### src/rtl/sync_fifo_fwft.sv
// Single-clock FIFO with fill count, almost-full/empty flags, sticky error flags,
// synchronous flush, and either registered-read or first-word-fall-through output.
module sync_fifo_fwft #(
   parameter int DEPTH     = 16,
   parameter int BITW      = 16,
   parameter int FWFT      = 0,
   parameter int AF_THRESH = DEPTH - 2,
   parameter int AE_THRESH = 2
) (
   input  logic                     clk,
   input  logic                     reset,
   input  logic                     flush,
   input  logic                     wr_en,
   input  logic [BITW-1:0]          din,
   input  logic                     rd_en,
   output logic [BITW-1:0]          dout,
   output logic                     dout_valid,
   output logic                     full,
   output logic                     empty,
   output logic                     almost_full,
   output logic                     almost_empty,
   output logic [$clog2(DEPTH):0]   count,
   output logic                     overflow,
   output logic                     underflow,
   input  logic                     err_clr
);

   localparam int AW = $clog2(DEPTH);
   localparam int PW = AW + 1;

   localparam logic [PW-1:0] FULL_CNT = PW'(DEPTH);
   localparam logic [PW-1:0] AF_CNT   = PW'(AF_THRESH);
   localparam logic [PW-1:0] AE_CNT   = PW'(AE_THRESH);

   logic [BITW-1:0] mem [DEPTH];
   logic [PW-1:0]   wptr;
   logic [PW-1:0]   rptr;
   logic [PW-1:0]   count_q;
   logic [PW-1:0]   count_d;
   logic            wr_acc;
   logic            rd_acc;
   logic            ovf_q;
   logic            udf_q;
   logic            dout_valid_q;
   logic [BITW-1:0] dout_q;
   logic [BITW-1:0] head;

   // Flags decode the registered count, so they follow each edge's accept/reject.
   assign full         = (count_q == FULL_CNT);
   assign empty        = (count_q == '0);
   assign almost_full  = (count_q >= AF_CNT);
   assign almost_empty = (count_q <= AE_CNT);
   assign count        = count_q;
   assign overflow     = ovf_q;
   assign underflow    = udf_q;

   assign wr_acc = wr_en && !full  && !flush;
   assign rd_acc = rd_en && !empty && !flush;
   assign head   = mem[rptr[AW-1:0]];

   always_comb begin
      // NOTE: default first so every path assigns count_d and no latch is inferred.
      count_d = count_q;
      if (flush) begin
         count_d = '0;
      end else begin
         case ({wr_acc, rd_acc})
            2'b10:   count_d = count_q + PW'(1);
            2'b01:   count_d = count_q - PW'(1);
            default: count_d = count_q;
         endcase
      end
   end

   // NOTE: sequential state uses non-blocking assignments so all registers update together.
   always_ff @(posedge clk or posedge reset) begin
      if (reset) begin
         wptr    <= '0;
         rptr    <= '0;
         count_q <= '0;
         ovf_q   <= 1'b0;
         udf_q   <= 1'b0;
      end else begin
         count_q <= count_d;
         if (flush) begin
            wptr <= '0;
            rptr <= '0;
         end else begin
            if (wr_acc) wptr <= wptr + PW'(1);
            if (rd_acc) rptr <= rptr + PW'(1);
         end
         // A new error in the same cycle as err_clr wins.
         if (wr_en && full && !flush)       ovf_q <= 1'b1;
         else if (err_clr)                  ovf_q <= 1'b0;
         if (rd_en && empty && !flush)      udf_q <= 1'b1;
         else if (err_clr)                  udf_q <= 1'b0;
      end
   end

   // NOTE: storage array has no reset; only pointers and count define its contents.
   always_ff @(posedge clk) begin
      if (wr_acc) mem[wptr[AW-1:0]] <= din;
   end

   // dout_q is the registered read word (FWFT=0) or the last presented head word (FWFT=1),
   // which lets dout hold its value across flush and drain-to-empty in both modes.
   always_ff @(posedge clk or posedge reset) begin
      if (reset) begin
         dout_q       <= '0;
         dout_valid_q <= 1'b0;
      end else begin
         dout_valid_q <= rd_acc;
         if (FWFT != 0) begin
            if (!empty) dout_q <= head;
         end else if (rd_acc) begin
            dout_q <= head;
         end
      end
   end

   assign dout       = ((FWFT != 0) && !empty) ? head : dout_q;
   assign dout_valid = (FWFT != 0) ? !empty : dout_valid_q;

endmodule

### config.mk
export PLATFORM = sky130hd
export DESIGN_NAME = sync_fifo_fwft
export DESIGN_NICKNAME = d
export VERILOG_FILES = /design/src/rtl/sync_fifo_fwft.sv
export SDC_FILE = /design/constraint.sdc
export NUM_CORES = 1
export LEC_CHECK = 0
export CAP_MARGIN = 20
export CORE_MARGIN = 2
export CORE_UTILIZATION = 54
export DETAILED_ROUTE_END_ITERATION = 6
export PLACE_DENSITY_LB_ADDON = 0.25
export SKIP_LAST_GASP = 1
export SLEW_MARGIN = 20
export SYNTH_ARGS = -nofsm -noshare
export SYNTH_HDL_FRONTEND = slang
export SYNTH_SLANG_ARGS = --single-unit
### constraint.sdc
create_clock -name clk -period 2.9 [get_ports clk]
set_clock_uncertainty 0.05 [all_clocks]
set_input_delay 0.58 -clock clk [delete_from_list [all_inputs] [get_ports clk]]
set_output_delay 0.58 -clock clk [all_outputs]
set_load 0.02 [all_outputs]
==> flow_metrics.tcl <==
set metrics [dict create \
    ir_drop_mv 0.6865 \
    grt_start_max_net_pins 29 \
    syn_area_per_cell_um2 20.27 \
    holdCritPathClass "register to register" \
    grt_overflow_total 0 \
    slew_headroom 0.3896 \
    end_kind "primary output" \
    regToRegStartpoint "count[1]" \
    finish.utilization 0.6551 \
    fin_crit_sh 0.9607 \
    route.detailed.drc 0 \
    root_buffer "clkbuf_16" \
    synth-edff-count 256 \
    setup_viol_count_final 0 \
    diodes 0 \
    row_count 53 \
    worst_pin_slew_ns 0.9147 \
    antenna_found_initial 0 \
    crit_fanout 7 \
    drtPass1Iterations 4 \
    hold_path_depth 2 \
    ioPinCount 50 \
    wirelength_um 23860 \
    layout-drive-gt1-share 0.3032 \
    ys_dominant_reg_cell "edfxtp_1" \
    synthArstFlopShare 0.1111 \
    ctsHoldBuffers 0 \
    syn2layout_area_growth_pct 20.16 \
    ff2ff_path_depth 9 \
    die_h_um 149.0 \
    startpoint "count[0]" \
    yosysWarnings 0 \
    die_area_um2 22200 \
    synth.distinct_cells 43 \
    rsz0062_at_grt "false" \
    max_freq_mhz 358.9 \
    r2r-end "count[4]" \
    cts_buffers 29 \
    wl_per_cell_um 24.83 \
    hpwl_um 14940 \
    ant_nets 0 \
    worstPathArrival_ns 2.16 \
    die_w_um 149.0 \
    syn_area_um2 11350 \
    min-delay-start "overflow" \
    rrSetupSlack_ns 0.15 \
    cts_tree "built" \
    cts_buffer_depth 3 \
    holdPathEnd "overflow" \
    initial_core_util 0.5452 \
    first_global_vias 6014 \
    p_leak_nw 4.456 \
    clkTransAtPathRegs_ns 0.06 \
    nets 692 \
    cp.required_ns 2.27 \
    synth-seq-cells 288 \
    finalHoldViolCount 0 \
    worstSetupPathType "register to primary output" \
    via_per_inst 5.999 \
    fillers 1400 \
    vias 5765 \
    yosysSeqAreaShare 0.7477 \
    htreeDepth 1 \
    core_um2 20820 \
    power.density_nw_per_um2 824.6 \
    dr.first_iter.drc_count 557 \
    status "finished, final reports clean" \
    clock_sinks 288 \
    postSynthCellCount 560 \
    insertion_delay_ns 0.53 \
    place_congestion 0.8283 \
    p_total_mw 11.25 \
    startpoint_type "register" \
    grt_use_total 0.2247 \
    grt_pass1_wl_um 36570 \
    timing.final.crit_period_ns 2.786 \
    syn-num-nets 589 \
    cap_violations 0 \
    port_buffers 49 \
    maxSlewViolCount 0 \
]
## worst max-delay path, cell delays in order (launching register included)
cell and delay [ns]:
dfrtp_1 0.38, buf_4 0.17, a2111oi_0 0.40, clkdlybuf4s50_1 0.68
## logic make-up after synthesis
family,share of synthesized area
xor gates and xnor gates,0.006943
adders and majority gates,0.007715
DFF,0.7477
and+or+nand+nor,0.03196
AOI/OAI and AO/OA,0.03108
muxes,0.1579
buffers and inverters,0.01664
## layout make-up
cell class / instances / area, um2 / area share
Clock buffer: 40 / 827.0 / 0.06063
Clock inverter: 14 / 180.2 / 0.01321
Inverter: 8 / 30.03 / 0.002201
Multi-Input combinational cell: 234 / 2764 / 0.2026
Sequential cell: 288 / 8497 / 0.6229
Tap cell: 275 / 344.1 / 0.02522
Timing Repair Buffer: 102 / 998.5 / 0.07320
## registers in the layout (all words and copies together), names as in the netlist
name,flops
underflow,1
count,5
dout_valid,1
overflow,1
wptr,4
rptr,4
mem,256
dout,16
## placed cells by master, fill, tap and decap left out, drive strengths merged, types with 2 or more instances in the layout
cell           instances
nor3                   6
buf                   53
bufinv                 4
nor2                  48
nand2b                 4
a21oi                  3
a21boi                 2
clkinv                 8
mux4                  64
ha                     7
xnor2                  4
edfxtp               256
inv                   10
dlygate4sd2            2
o21ai                  6
nor4                   2
mux2i                 34
dfrtp                 32
a221oi                16
clkdlybuf4s50         47
nand4                  2
nand2                 14
xor2                   5
clkbuf                40
nand3                  2
## layer usage
| metal | global-route usage | part of all wire | up-vias |
|---|---|---|---|
| li1 | - | - | 2482 |
| met1 | 0.3237 | 0.42 | 3040 |
| met2 | 0.3719 | 0.49 | 211 |
| met3 | 0.03394 | 0.065 | 32 |
| met4 | 0.05000 | 0.017 | 0 |
| met5 | 0 | 0 | - |
## how the worst max path moves through the flow
| stage | end | slack (ns) |
|---|---|---|
| after floorplan | count[4] | 0.007 |
| after global placement | count[4] | -0.06 |
| after detailed placement | count[4] | -0.15 |
| after CTS | count[4] | 0.07 |
| after global routing | almost_empty | 0.03 |
| final | almost_empty | 0.11 |
## where the power goes
group | internal, mW | switching, mW
sequential | 4.72 | 0.223
clock | 2.35 | 1.50
combinational | 1.24 | 1.21
total | 8.32 | 2.93
## per-stage QoR
step,setup TNS (ns),worst slack (ns),instance area [um2],hold WS (ns),std cells
6_report,0,0.1141,13640,0.4786,961
5_1_grt,0,0.03433,13640,0.5080,961
4_1_cts,0,0.06983,13630,0.4822,961
3_5_place_dp,-0.1607,-0.1529,12620,0.4700,907
3_3_place_gp,-0.05868,-0.05868,12620,0.4601,907
2_1_floorplan,0,0.007349,11390,0.5063,560
## synth_stat cells, types with 2 or more instances
cell type / instances / area [um2]
edfxtp_1: 256 / 7687
mux4_2: 64 / 1441
nor2_1: 48 / 180.2
mux2i_1: 34 / 340.3
dfrtp_1: 32 / 800.8
nand2_1: 14 / 52.55
clkbuf_1: 11 / 41.29
a221oi_2: 10 / 150.1
buf_2: 10 / 50.05
ha_1: 7 / 87.58
inv_1: 7 / 26.28
a221oi_1: 6 / 52.55
nor3_1: 6 / 30.03
xor2_1: 5 / 43.79
buf_1: 4 / 15.01
buf_6: 4 / 45.04
nand2b_1: 4 / 25.02
o21ai_0: 4 / 20.02
xnor2_1: 4 / 35.03
a21oi_1: 3 / 15.01
a21boi_1: 2 / 15.01
nand3_1: 2 / 10.01
nand4_1: 2 / 12.51
nor4_1: 2 / 12.51
## what timing repair did
action | in CTS | in global routing
resized for setup | 2 | 2
endpoints found under the setup margin | 2 | 1
pin swaps | 0 | 0
setup buffers | 0 | 0
hold endpoints to repair | 0 | 0
cloned | 0 | 0
Power figures use the tool's default switching activity.
